==> config.mk <==
export PLATFORM = sky130hd
export DESIGN_NAME = fpu_sequencer
export DESIGN_NICKNAME = d
export VERILOG_FILES = /design/src/rtl/fpu_sequencer.sv
export SDC_FILE = /design/constraint.sdc
export NUM_CORES = 1
export LEC_CHECK = 0
export ABC_AREA = 1
export BUFFER_PORTS_ARGS = -buffer_cell sky130_fd_sc_hd__buf_4
export CORE_MARGIN = 2
export CORE_UTILIZATION = 30
export DETAILED_ROUTE_END_ITERATION = 16
export GPL_TIMING_DRIVEN = 1
export PLACE_DENSITY = 0.58
export SLEW_MARGIN = 20
export SYNTH_ARGS = -nofsm -noshare
export SYNTH_HDL_FRONTEND = slang
export SYNTH_SLANG_ARGS = --single-unit
==> constraint.sdc <==
create_clock -name i_clk -period 3.65 [get_ports i_clk]
set_input_delay 0.5475 -clock i_clk [delete_from_list [all_inputs] [get_ports i_clk]]
set_output_delay 0.5475 -clock i_clk [all_outputs]
set_load 0.05 [all_outputs]
==> src/rtl/fpu_sequencer.sv <==
// fpu_sequencer: issues one FPU instruction at a time, driving the FPU's
// one-hot select and register addresses for one cycle (or FRC_CYCLES cycles
// for a reciprocal), plus the side signals and completion/exception status.
//
// state  | meaning
// -------+---------------------------------------------------------------
// IDLE   | waiting for start; every output is 0
// EXEC   | single-cycle operation; done (and possibly illegal) this cycle
// FRC    | reciprocal in progress; select[9] held until counter hits 0
module fpu_sequencer #(
    parameter int FRC_CYCLES = 8
) (
    input  logic        i_clk,
    input  logic        i_clr,
    input  logic        i_start,
    input  logic [3:0]  i_opcode,
    input  logic [3:0]  i_a_addr,
    input  logic [3:0]  i_b_addr,
    input  logic [3:0]  i_z_addr,
    input  logic        i_fpu_illegal,
    output logic [11:0] o_select,
    output logic [3:0]  o_rf_a_addr,
    output logic [3:0]  o_rf_b_addr,
    output logic [3:0]  o_rf_z_addr,
    output logic        o_rf_in_fpu,
    output logic        o_alu_mul,
    output logic        o_busy,
    output logic        o_done,
    output logic        o_illegal
);

    localparam logic [1:0] S_IDLE = 2'd0;
    localparam logic [1:0] S_EXEC = 2'd1;
    localparam logic [1:0] S_FRC  = 2'd2;

    localparam logic [3:0] OP_CFR  = 4'h3;
    localparam logic [3:0] OP_CUFR = 4'h5;
    localparam logic [3:0] OP_FMUL = 4'h8;
    localparam logic [3:0] OP_FRC  = 4'h9;

    // Counter counts down to 0 so the last FRC cycle is a terminal-count compare.
    localparam logic [3:0] FRC_LOAD = 4'(FRC_CYCLES - 1);

    logic [1:0]  r_state;
    logic [3:0]  r_opcode;
    logic [3:0]  r_a_addr;
    logic [3:0]  r_b_addr;
    logic [3:0]  r_z_addr;
    logic [3:0]  r_cnt;
    logic        r_pend_illegal;

    logic        w_active;
    logic        w_exec;
    logic        w_frc_last;
    logic [11:0] w_onehot;
    logic        w_sel_any;
    logic        w_is_cast;
    logic        w_to_irf;
    logic        w_uses_mul;

    // State register, instruction capture and reciprocal down-counter.
    always_ff @(posedge i_clk) begin
        if (i_clr) begin
            r_state        <= S_IDLE;
            r_opcode       <= 4'h0;
            r_a_addr       <= 4'h0;
            r_b_addr       <= 4'h0;
            r_z_addr       <= 4'h0;
            r_cnt          <= 4'h0;
            r_pend_illegal <= 1'b0;
        end else begin
            case (r_state)
                S_IDLE: begin
                    if (i_start) begin
                        r_opcode       <= i_opcode;
                        r_a_addr       <= i_a_addr;
                        r_b_addr       <= i_b_addr;
                        r_z_addr       <= i_z_addr;
                        r_pend_illegal <= (i_opcode >= 4'hC);
                        if (i_opcode == OP_FRC) begin
                            r_state <= S_FRC;
                            r_cnt   <= FRC_LOAD;
                        end else begin
                            r_state <= S_EXEC;
                        end
                    end
                end
                S_EXEC: begin
                    r_state <= S_IDLE;
                end
                S_FRC: begin
                    if (r_cnt == 4'h0) begin
                        r_state <= S_IDLE;
                    end else begin
                        r_cnt <= r_cnt - 4'h1;
                    end
                end
                default: begin
                    r_state <= S_IDLE;
                end
            endcase
        end
    end

    // Opcode class decode from the captured opcode.
    always_comb begin
        w_onehot   = 12'h000;
        if (r_opcode < 4'hC) begin
            w_onehot = 12'h001 << r_opcode;
        end
        w_is_cast  = (r_opcode == OP_CFR) || (r_opcode == OP_CUFR);
        w_to_irf   = r_opcode inside {4'h1, 4'h3, 4'h5, 4'hA, 4'hB};
        w_uses_mul = (r_opcode == OP_FMUL) || (r_opcode == OP_FRC);
    end

    // Outputs are decoded from registered state; only illegal sees an input.
    always_comb begin
        w_exec      = (r_state == S_EXEC);
        w_frc_last  = (r_state == S_FRC) && (r_cnt == 4'h0);
        w_active    = w_exec || (r_state == S_FRC);

        o_select    = w_active ? w_onehot : 12'h000;
        w_sel_any   = |o_select;
        o_rf_a_addr = w_active ? r_a_addr : 4'h0;
        o_rf_b_addr = w_active ? r_b_addr : 4'h0;
        o_rf_z_addr = w_active ? r_z_addr : 4'h0;
        o_rf_in_fpu = w_sel_any && w_to_irf;
        o_alu_mul   = w_sel_any && w_uses_mul;
        o_busy      = w_active;
        o_done      = w_exec || w_frc_last;
        o_illegal   = w_exec && (r_pend_illegal || (i_fpu_illegal && w_is_cast));
    end

endmodule

==> results, run 1 <==
- The flow ran to the end, and the final reports show no timing, DRC or antenna violations.
- The die outline width is 69.1 microns.
- Timing analysis after detailed placement gives a worst setup slack of 1.37 ns.
- After the first detailed-routing iteration, the DRC count stood at 33.
- STA puts the critical path data required time at 3.10 ns.
- The final-stage net count is 268.
- The kind of critical path is flop to primary output.
- Across the VDD grid, the largest voltage drop is 0.185 mV.
- The mean area per synthesized cell is 6.46 sq um.
- The first global-routing pass estimated 5240 microns of wire.
- The tightest min-delay check is of the flop to flop type.
- Ranked by instance count, the synthesized netlist is headed by 42 x sky130_fd_sc_hd__nor2_1, 38 x sky130_fd_sc_hd__nand2_1, 28 x sky130_fd_sc_hd__inv_1.
- The type of origin of the critical path is a flop.
- The congestion estimate from routability-driven global placement came to 0.796.
- The hold buffer count at cts is 0.
- The portion of the post-synthesis area used by sequential elements is 36.2%.
- The flip-flop cell with the highest count after synthesis is sky130_fd_sc_hd__dfxtp_1.
- The residual DRC count is 0.
- By instance count, the leading cell after synthesis is sky130_fd_sc_hd__nor2_1.
- Of all nets on the critical path, the largest fanout is 18.
- The fraction of final layout cells with drive strength greater than 1 is 25.6%.
- The post-synthesis cell type with the largest combined area is sky130_fd_sc_hd__dfxtp_1.
- Global routing used 2.78% of the available met3 tracks.
- The total routing usage reported by global routing is 13.1%.
- The completed layout was analyzed and its total power is 662 uW.
- Setup violations remaining at the end of the flow were counted as 0.
- The final worst-path setup slack is 1.12 ns.
- The core region area is 0.00403 sq mm.
- When the netlist entered floorplanning its net count stood at 222.
- After clock tree synthesis, the clock-pin slew on the worst setup and hold paths is 0.09 ns.
- Wires add up to 3010 microns.
- The initial antenna violation count came to 0.
- The first detailed-routing pass took 2 iterations.
- The floorplan has 23 rows.
- The largest net degree at the start of global routing is 22.
- Counting flops and latches in the post-synthesis netlist gives 23.
- Setup repair after global routing left no endpoint under its margin.
- The share of synthesized registers carrying an async set or reset is 0%.
- The detailed router placed 1,263 vias in this run.
- By area the synthesized netlist is led by sky130_fd_sc_hd__dfxtp_1 36%, sky130_fd_sc_hd__nor2_1 12%, sky130_fd_sc_hd__nand2_1 11%, sky130_fd_sc_hd__inv_1 8.3%, sky130_fd_sc_hd__o21ai_0 5.1%.
- CTS built an H-tree with a depth of 1.
- Post-CTS timing repair inserted 0 buffers for setup.
- The count of cells in the finished layout, fillers not included, comes to 292.
- The placed wire-length estimate after detailed placement is 2290 microns.
- In the finished design, the share of the clock period the worst path needs comes to 69.3%.
- The count of final hold-check violations was 0.
- The layer with the highest usage after global routing is met2.
- The number of slew-limit violations in the final report came to 0.
- During synthesis, Yosys emitted a total of 0 warnings.
- Buffers inserted during clock tree synthesis total 3.
- The CTS tree is done.
- For this run, global-route usage on met2 was measured as 22.9%.
- The highest clock rate is 0.395 GHz.
- The floorplan step defined a die boundary enclosing 0.00478 sq mm.
- The post-route minimum period is 2.53 ns.
- The met1 track utilization from global routing is 15.9%.
- The netlist uses 21 different library cells.
- Using the TritonRoute via totals, the vias-per-cell ratio works out to 4.33.
- The filler cells instantiated in the layout total 477.
- The mapped netlist covers 0.00127 sq mm.
- The area growth from synthesis to layout is 33.6%.
- The top-level port count is 49.
- The synthesized instance count is 197.
- The root buffer selected by CTS is sky130_fd_sc_hd__clkbuf_8.
- The number of nets still failing antenna checks after routing is 0.
- The latest clock arrival within the worst-skew pair is 0.26 ns.
- The arrival time at the worst endpoint is 1.98 ns.
- The area share of the largest cell type after synthesis is 36.2%.
- The number of antenna repair diodes is 0.
- Adding up every negative setup slack in the final design gives 0 ns.
- The final setup skew is 0.00458 ns.
- The end-of-flow core utilization is 42.2%.
- In the final routed layout, each cell accounts on average for 10.3 microns.
- The count of clock tree sinks is 23.
- STA classifies the critical path endpoint as a primary output.
- The slew of the pin with the lowest slew margin is 0.656 ns.
- For this design the static power due to leakage is 0.000891 uW.
- In this run, synthesis inferred 0 flip-flops with an integrated enable.
- After clock tree synthesis, the repair step resized 0 gates.
- In this run the vertical extent of the chip is 69.1 microns.
- Summed over all layers, the global routing overflow is 0.
- The total of buffers placed on input and output ports is 48.
- For this configuration, the core starts out at a cell density of 31.6%.
- The via count of the first global-routing pass is 1,227.
- The power per cell area is 389 mW/mm^2.
- Including well taps, the total number of placed cells is 288.
- The number of buffers on the longest clock path is 2.
- The number of maximum-capacitance constraint violations is 0.
- Headroom to the max-slew limit came out at 56.2%.
==> critical path: stages, from the launching register on <==
cell and delay [ns]:
sky130_fd_sc_hd__dfxtp_1 0.35, sky130_fd_sc_hd__inv_1 0.08, sky130_fd_sc_hd__ha_1 0.64, sky130_fd_sc_hd__inv_1 0.19, sky130_fd_sc_hd__nor3_1 0.23, sky130_fd_sc_hd__buf_4 0.23
==> sequential cells by signal, summed over array words and instances, names as in the netlist <==
register and flops:
r_cnt 4, r_state 2, r_opcode 4, r_pend_illegal 1
r_a_addr 4, r_z_addr 4, r_b_addr 4
==> final timing paths <==
path | start | end | slack [ns] | cells after the start
setup reg to reg | r_state[0] | r_state[1] | 1.74 | 6
setup / recovery | r_state[0] | o_select[11] | 1.12 | 5
hold reg to reg | r_pend_illegal | r_pend_illegal | 0.48 | 2
hold / removal | r_pend_illegal | r_pend_illegal | 0.48 | 2
==> layout make-up <==
cell class | instances | area [sq um] | area share [%]
inverters | 31 | 116 | 6.84
clock inverters | 1 | 7.51 | 0.442
repair buffers | 48 | 360 | 21.2
clock buffers | 3 | 41.3 | 2.43
flip-flops and latches | 23 | 460 | 27.1
well taps | 50 | 62.6 | 3.68
multi-input cells | 136 | 652 | 38.3
==> power by group <==
group / internal (uW) / switching (uW)
Combinational: 69.6 / 139
Sequential: 274 / 14.8
Clock: 77.2 / 87.3
==> logic make-up after synthesis <==
logic type               count (synthesis)  share of synthesized area, %
AND/OR/NAND/NOR                        102                          34.1
flip-flops                              23                          36.2
AO/OA/AOI/OAI                           29                          12.2
adder cells (fa/ha/maj)                  5                          4.92
buffers and inverters                   38                          12.6
==> cells in the final DEF (no fill, tap or decap), types with 5 or more instances in the layout <==
master,count
sky130_fd_sc_hd__nand2_1,38
sky130_fd_sc_hd__buf_4,48
sky130_fd_sc_hd__inv_1,28
sky130_fd_sc_hd__nand3_1,8
sky130_fd_sc_hd__nor3_1,7
sky130_fd_sc_hd__dfxtp_1,23
sky130_fd_sc_hd__ha_1,5
sky130_fd_sc_hd__o21ai_1,5
sky130_fd_sc_hd__a21oi_1,9
sky130_fd_sc_hd__o21ai_0,13
sky130_fd_sc_hd__nor2_1,42
==> per-layer routing <==
metal | part of all wire, % | vias up
li1 | - | 693
met1 | 46 | 542
met2 | 48 | 26
met3 | 5.3 | 2
met4 | 0.63 | 0
met5 | 0 | -
==> through the flow <==
stage / hold WS (ns) / cell area (sq um)
after detailed placement: 0.472 / 1650
after global placement: 0.458 / 1650
final: 0.480 / 1700
after CTS: 0.479 / 1700
after global routing: 0.482 / 1700
after floorplan: 0.438 / 1270
Power figures use the tool's default switching activity.
==> run 2: changes to the inputs <==
ABC_AREA = 0   (was 1)
PLACE_DENSITY = 0.6   (was 0.58)
clock period = 2 ns   (was 3.65 ns; I/O delays follow)
==> results, run 2 <==
- Outcome: finished clean (unchanged).
- The count of clock tree sinks is 23 (unchanged).
- The final-layout setup total negative slack is 0 ns (unchanged).
- The count of standard-cell rows is 23 (unchanged).
- The number of buffers on the longest clock path is 2 (unchanged).
- The final setup skew is 0.00361 ns (was 0.00458 ns).
- The power spent charging and discharging nets is 337 uW (was 242 uW).
- The initial detailed-routing violation count is 51 (was 33).
- The largest net degree at the start of global routing is 25 (was 22).
- The synthesized instance count was 168 (was 197).
- The internal power consumption is 756 uW (was 421 uW).
- The global-route wire length before repair is 5490 microns (was 5240 microns).
- The fraction of power consumed by combinational cells is 27.4% (was 31.6%).
- The routed via count is 1,253 (was 1,263).
- The final weighted congestion in routability-driven placement is 0.709 (was 0.796).
- The via count of the first global-routing pass is 1,184 (was 1,227).
- The final-stage net count is 245 (was 268).
- The mean area per synthesized cell is 7.70 sq um (was 6.46 sq um).
- The post-synth design cell area is 0.00129 sq mm (was 0.00127 sq mm).
- Commonest non-fill, non-tap cells in the layout: 54 x sky130_fd_sc_hd__buf_4, 36 x sky130_fd_sc_hd__nand2_1, 21 x sky130_fd_sc_hd__dfxtp_1 (was 48 x sky130_fd_sc_hd__buf_4, 42 x sky130_fd_sc_hd__nor2_1, 38 x sky130_fd_sc_hd__nand2_1).
- The number of slew-limit violations in the final report was 0 (unchanged).
- The core region area is 0.00409 sq mm (was 0.00403 sq mm).
- The global route total overflow was 0 (unchanged).
- The total nets after synthesis came to 193 (was 222).
- The area share of the largest cell type after synthesis is 35.6% (was 36.2%).
- The root buffer selected by CTS is sky130_fd_sc_hd__clkbuf_8 (unchanged).
- The capturing point of the worst reg2reg path is r_cnt[2] (was r_state[1]).
- The worst setup slack for register-to-register paths is 0.30 ns (was 1.74 ns).
- The portion of the post-synthesis area used by sequential elements is 35.6% (was 36.2%).
- The count of synthesis-stage warnings from yosys came to 0 (unchanged).
- The total detailed-routing wirelength was 3160 microns (was 3010 microns).
- The placed wire-length estimate after detailed placement is 2370 microns (was 2290 microns).
- The number of antenna repair diodes is 0 (unchanged).
- The number of maximum-capacitance constraint violations is 0 (unchanged).
- Most area-consuming cells after synthesis: sky130_fd_sc_hd__dfxtp_1 36%, sky130_fd_sc_hd__nand2_1 10%, sky130_fd_sc_hd__a21oi_1 7.4%, sky130_fd_sc_hd__and2_1 6.3%, sky130_fd_sc_hd__ha_1 4.8% (was sky130_fd_sc_hd__dfxtp_1 36%, sky130_fd_sc_hd__nor2_1 12%, sky130_fd_sc_hd__nand2_1 11%, sky130_fd_sc_hd__inv_1 8.3%, sky130_fd_sc_hd__o21ai_0 5.1%).
- The top-level port count is 49 (unchanged).
- The total die area is 0.00485 sq mm (was 0.00478 sq mm).
- The number of nets still failing antenna checks after routing came to 0 (unchanged).
- The critical hold path startpoint was i_z_addr[1] (was r_pend_illegal).
- The post-synthesis sequential element count is 23 (unchanged).
- The clock network fraction of design power came to 25.9% (was 24.9%).
- The count of flip-flops with a built-in enable after synthesis is 0 (unchanged).
- The path type of the worst min-delay path is primary input to flop (was flop to flop).
- The maximum level of the CTS H-tree was 1 (unchanged).
- The kind of critical path is flop to primary output (unchanged).
- The area growth from synthesis to layout is 45.9% (was 33.6%).
- The initial cell density of the core is 31.7% (was 31.6%).
- The maximum vdd drop is 0.299 mV (was 0.185 mV).
- The initial antenna violation count was 0 (unchanged).
- The fraction of final layout cells with drive strength greater than 1 came to 40.2% (was 25.6%).
- The total placed instance area is 0.00179 sq mm (was 0.00165 sq mm).
- The relative slew slack is 71.9% (was 56.2%).
- The share of synthesized registers carrying an async set or reset was 0% (unchanged).
- The post-route minimum period is 1.96 ns.
- The residual DRC count is 0 (unchanged).
- The reg-to-reg startpoint is r_state[1] (was r_state[0]).
- The kind of capture point of the worst setup path is a primary output (unchanged).
- The sequential group share of total power is 46.6% (was 43.6%).
- The largest driver fanout on the critical path is 6 (was 18).
- The end-of-flow core utilization is 46.2% (was 42.2%).
- The flip-flop cell with the highest count after synthesis is sky130_fd_sc_hd__dfxtp_1 (unchanged).
- The CTS tree was done (unchanged).
- The arrival time at the worst endpoint is 1.66 ns (was 1.98 ns).
- RSZ-0062 raised after global routing: true (was false).
- The net switching share of the total power came to 30.8% (was 36.5%).
- The layout filler cell count is 427 (was 477).
- The total clock buffers created by CTS was 3 (unchanged).
- The post-synthesis cell type with the largest combined area is sky130_fd_sc_hd__dfxtp_1 (unchanged).
- The hold buffer count at cts is 0 (unchanged).
- The count of final hold-check violations came to 0 (unchanged).
- The count of cells along the worst register-to-register path is 6 (unchanged).
- The power per cell area is 579 mW/mm^2 (was 389 mW/mm^2).
- The latest clock arrival within the worst-skew pair is 0.26 ns (about the same).
- The average wire per cell in the routed design came to 11.7 microns (was 10.3 microns).
- The final design area excluding fillers was 0.00189 sq mm (was 0.00170 sq mm).
- The leakage dissipation is 0.000807 uW (was 0.000891 uW).
- The number of search-and-repair iterations in the first detailed-routing pass is 4 (was 2).
- The clock slew at the register clock pins of the worst setup and hold paths is 0.08 ns (was 0.09 ns).
- The die outline width is 69.7 microns (was 69.1 microns).
- The worst hold path stage count is 3 (was 2).
- The number of different library cells in the post-synthesis netlist is 36 (was 21).
- The total routing usage reported by global routing is 13.4% (was 13.1%).
- The type of origin of the critical path is a flop (unchanged).
- Most frequent cells after synthesis: 36 x sky130_fd_sc_hd__nand2_1, 23 x sky130_fd_sc_hd__dfxtp_1, 19 x sky130_fd_sc_hd__a21oi_1 (was 42 x sky130_fd_sc_hd__nor2_1, 38 x sky130_fd_sc_hd__nand2_1, 28 x sky130_fd_sc_hd__inv_1).
- The highest clock rate is 0.511 GHz.
- The final setup violation count came to 0 (unchanged).
- In the finished design, the share of the clock period the worst path needs comes to 97.8%.
- The endpoint with the worst hold slack was r_z_addr[1] (was r_pend_illegal).
- The die height is 69.7 microns (was 69.1 microns).
- The data required time at the worst endpoint is 1.70 ns (was 3.10 ns).
- The library cell with the highest instance count after synthesis is sky130_fd_sc_hd__nand2_1 (was sky130_fd_sc_hd__nor2_1).
- The total of buffers placed on input and output ports is 48 (unchanged).
- The slew of the pin with the lowest slew margin came to 0.421 ns (was 0.656 ns).
- The average vias per placed instance is 4.66 (was 4.33).
- The most common cell after layout, fill and taps aside is sky130_fd_sc_hd__buf_4 (unchanged).
## run 2: kinds of logic after synthesis
kind of cell	synth area share (%)
buf+inv	5.13
flops	35.6
xor+xnor	0.677
simple gates	39.5
mux	0.774
compound gates	13.5
fa+ha+maj	4.84
## run 2: repair_timing
item | CTS | global route
cloned | 0 | 0
buffers inserted | 3 | 1
endpoints found under the setup margin | 8 | 10
resized for setup | 4 | 6
pin swaps | 2 | 1
## run 2: power groups by stage
stage	clock network (uW)	registers, uW	logic (uW)
detailed placement	0	520	292
floorplan	0	509	207
global placement	0	519	291
global route	310	515	330
CTS	295	509	299
finish	283	510	300
## run 2: worst max-delay path, stage by stage, from the launching register on
cell and delay, ns:
sky130_fd_sc_hd__dfxtp_2 0.34, sky130_fd_sc_hd__inv_2 0.05, sky130_fd_sc_hd__ha_4 0.29, sky130_fd_sc_hd__or3b_4 0.42
sky130_fd_sc_hd__nor3_4 0.13, sky130_fd_sc_hd__buf_6 0.17
## run 2: routing by layer
layer	routed length (microns)	vias to the layer above	global-route usage [%]
li1	-	665	-
met1	1530	557	18.5
met2	1470	31	22.1
met3	150	0	2.47
met4	0	0	1.92
met5	0	-	0
## run 2: worst max-delay path by stage
stage / cells past startpoint / slack, ns / endpoint / from
after global routing: 5 / -0.02 / o_select[0] / r_state[0]
after floorplan: 4 / -0.02 / o_select[0] / r_state[0]
after CTS: 6 / 0.005 / o_select[8] / r_state[1]
final: 5 / 0.04 / o_select[0] / r_state[0]
after global placement: 5 / 0.17 / o_select[0] / r_state[1]
after detailed placement: 5 / 0.15 / o_select[0] / r_state[1]
## run 2: per-stage QoR
step / setup WS [ns] / total power (uW) / hold WS, ns / instances
2_1_floorplan: -0.0222 / 717 / 0.371 / 168
3_3_place_gp: 0.167 / 811 / 0.438 / 261
3_5_place_dp: 0.149 / 812 / 0.442 / 261
4_1_cts: 0.00546 / 1100 / 0.279 / 268
5_1_grt: -0.0198 / 1150 / 0.278 / 269
6_report: 0.0447 / 1090 / 0.283 / 269
## run 2: final cells by class
type	instances	area (sq um)	share of cell area, %
tap	50	62.6	3.31
sequential	23	463	24.5
inverter	7	26.3	1.39
clock buffer	4	45.0	2.39
timing repair buffer	57	439	23.3
multi-input combinational	128	852	45.1
==> run 3: changes to the inputs <==
CORE_ASPECT_RATIO = 1.5   (was not set)
==> results, run 3 (synthesized netlist as in run 2, its figures left out) <==
- Outcome: finished clean (unchanged).
- Ordered cell list for the critical path: inv_2 > ha_4 > or3b_4 > nor3_4 > buf_6 (unchanged).
- The placed wire-length estimate after detailed placement is 2360 microns (was 2370 microns).
- The average vias per placed instance came to 4.81 (was 4.66).
- The type of origin of the critical path is a flop (unchanged).
- The relative slew slack is 71.6% (was 71.9%).
- The total die area is 0.00486 sq mm (was 0.00485 sq mm).
- The number of slew-limit violations in the final report is 0 (unchanged).
- The count of clock tree sinks is 23 (unchanged).
- The die height is 84.4 microns (was 69.7 microns).
- The end-of-flow core utilization came to 45.2% (was 46.2%).
- The CTS tree is done (unchanged).
- The final worst-path setup slack is 0.0281 ns (was 0.0447 ns).
- The root buffer selected by CTS is sky130_fd_sc_hd__clkbuf_8 (unchanged).
- The area growth from synthesis to layout is 45.7% (was 45.9%).
- The total clock buffers created by CTS came to 3 (unchanged).
- The largest driver fanout on the critical path was 5 (was 6).
- The power per cell area is 583 mW/mm^2 (was 579 mW/mm^2).
- The global route total overflow is 0 (unchanged).
- The initial detailed-routing violation count came to 14 (was 51).
- The path type of the worst min-delay path is primary input to flop (unchanged).
- The latest clock arrival within the worst-skew pair is 0.26 ns (about the same).
- The kind of critical path is flop to primary output (unchanged).
- The highest clock rate is 0.507 GHz (was 0.511 GHz).
- The kind of capture point of the worst setup path is a primary output (unchanged).
- The routed via count is 1,271 (was 1,253).
- The launch point of the worst path is r_state[1] (was r_state[0]).
- The slew of the pin with the lowest slew margin is 0.425 ns (was 0.421 ns).
- The number of search-and-repair iterations in the first detailed-routing pass is 4 (unchanged).
- The number of maximum-capacitance constraint violations came to 0 (unchanged).
- The post-layout total power is 1100 uW (was 1090 uW).
- The clock slew at the register clock pins of the worst setup and hold paths is 0.09 ns (was 0.08 ns).
- The final setup skew is 0.00590 ns (was 0.00361 ns).
- The number of buffers on the longest clock path is 2 (unchanged).
- The kind of cell with the highest combined delay on the critical path is simple AND/OR/NAND/NOR gates (unchanged).
- The final-layout setup total negative slack is 0 ns (unchanged).
- The residual DRC count came to 0 (unchanged).
- The worst-case setup slack after placement is 0.154 ns (was 0.149 ns).
- The average wire per cell in the routed design came to 12.0 microns (was 11.7 microns).
- The via count of the first global-routing pass is 1,175 (was 1,184).
- The post-route fraction of the period consumed by the critical path was 98.6% (was 97.8%).
- The reg-to-reg startpoint was r_state[1] (unchanged).
- The count of standard-cell rows is 29 (was 23).
- The data required time at the worst endpoint is 1.70 ns (about the same).
- The critical hold path startpoint is i_a_addr[2] (was i_z_addr[1]).
- The worst hold margin is 0.278 ns (was 0.283 ns).
- The die outline width is 57.6 microns (was 69.7 microns).
- The most common cell after layout, fill and taps aside is sky130_fd_sc_hd__buf_4 (unchanged).
- The leakage dissipation is 0.000806 uW (was 0.000807 uW).
- The number of antenna repair diodes is 0 (unchanged).
- The final-stage net count is 244 (was 245).
- The final weighted congestion in routability-driven placement is 0.752 (was 0.709).
- The total detailed-routing wirelength is 3160 microns (about the same).
- Commonest non-fill, non-tap cells in the layout: 51 x sky130_fd_sc_hd__buf_4, 36 x sky130_fd_sc_hd__nand2_1, 20 x sky130_fd_sc_hd__dfxtp_1 (was 54 x sky130_fd_sc_hd__buf_4, 36 x sky130_fd_sc_hd__nand2_1, 21 x sky130_fd_sc_hd__dfxtp_1).
- The initial antenna violation count came to 0 (unchanged).
- The global-route wire length before repair is 5310 microns (was 5490 microns).
- The final setup violation count is 0 (unchanged).
- The top-level port count came to 49 (unchanged).
- The core region area is 0.00417 sq mm (was 0.00409 sq mm).
- The cell at the slowest stage of the critical path is sky130_fd_sc_hd__or3b_4 (unchanged).
- The largest net degree at the start of global routing is 25 (unchanged).
- The post-route minimum period came to 1.97 ns (was 1.96 ns).
- The maximum vdd drop is 0.409 mV (was 0.299 mV).
- The fraction of final layout cells with drive strength greater than 1 is 40.8% (was 40.2%).
- The number of nets still failing antenna checks after routing is 0 (unchanged).
- The initial cell density of the core is 31.0% (was 31.7%).
- RSZ-0062 raised after global routing: true (unchanged).
- The total routing usage reported by global routing came to 13.5% (was 13.4%).
- The arrival time at the worst endpoint was 1.67 ns (was 1.66 ns).
- The maximum level of the CTS H-tree came to 1 (unchanged).
- The total of buffers placed on input and output ports came to 48 (unchanged).
- The count of final hold-check violations came to 0 (unchanged).
- The count of buffering cells on the critical path with inverters included is 2 (unchanged).
- The worst stage delay on the critical path was 0.41 ns (was 0.42 ns).
run 3: changes by cell type in the layout (fill, tap and decap cells not counted):
| cell | before | now |
|---|---|---|
| sky130_fd_sc_hd__clkbuf_1 | 1 | 0 |
| sky130_fd_sc_hd__buf_6 | 3 | 5 |
| sky130_fd_sc_hd__dfxtp_1 | 21 | 20 |
| sky130_fd_sc_hd__buf_4 | 54 | 51 |
| sky130_fd_sc_hd__clkinv_2 | 0 | 1 |
| sky130_fd_sc_hd__dfxtp_2 | 2 | 3 |
run 3: worst min-delay path, delay by kind of cell:
kind                   cells  cell delay, ns
and+or+nand+nor            1            0.04
AOI/OAI and AO/OA          1            0.05
buffers and inverters      1            0.11
run 3: path summary, 6_finish.rpt:
kind | to | slack, ns | cells past startpoint
setup / recovery | o_select[0] | 0.03 | 5
hold / removal | r_a_addr[2] | 0.28 | 3
setup reg to reg | r_cnt[2] | 0.29 | 6
hold reg to reg | r_b_addr[1] | 0.45 | 2
run 3: layout make-up:
cell class,instances,area [sq um]
inverter,7,26.3
multi-input combinational,128,852
timing repair buffer,56,439
tap,46,57.6
fill,448,2290
clock inverter,1,5.00
sequential,23,464
clock buffer,3,41.3
run 3: routing by layer:
metal	routed length, microns	track usage (%)	up-vias
met1	1260	14.5	578
li1	-	-	661
met5	0	0	-
met4	28	4.44	0
met2	1750	26.3	30
met3	121	1.39	2
run 3: what timing repair did:
| item | CTS | global route |
|---|---|---|
| resized for setup | 5 | 8 |
| pin swaps | 2 | 1 |
| gates cloned | 0 | 0 |
| setup endpoints to repair | 6 | 6 |
| buffers inserted | 3 | 0 |
| hold buffers | 0 | 0 |
run 3: power breakdown:
| part | internal, uW | switching (uW) | total, uW |
|---|---|---|---|
| logic | 125 | 170 | 295 |
| clock network | 139 | 155 | 294 |
| registers | 487 | 23.4 | 511 |
run 3: stage by stage:
stage / area, sq um / instances
2_1_floorplan: 1370 / 168
3_3_place_gp: 1780 / 257
3_5_place_dp: 1780 / 257
4_1_cts: 1870 / 264
5_1_grt: 1890 / 264
6_report: 1890 / 264
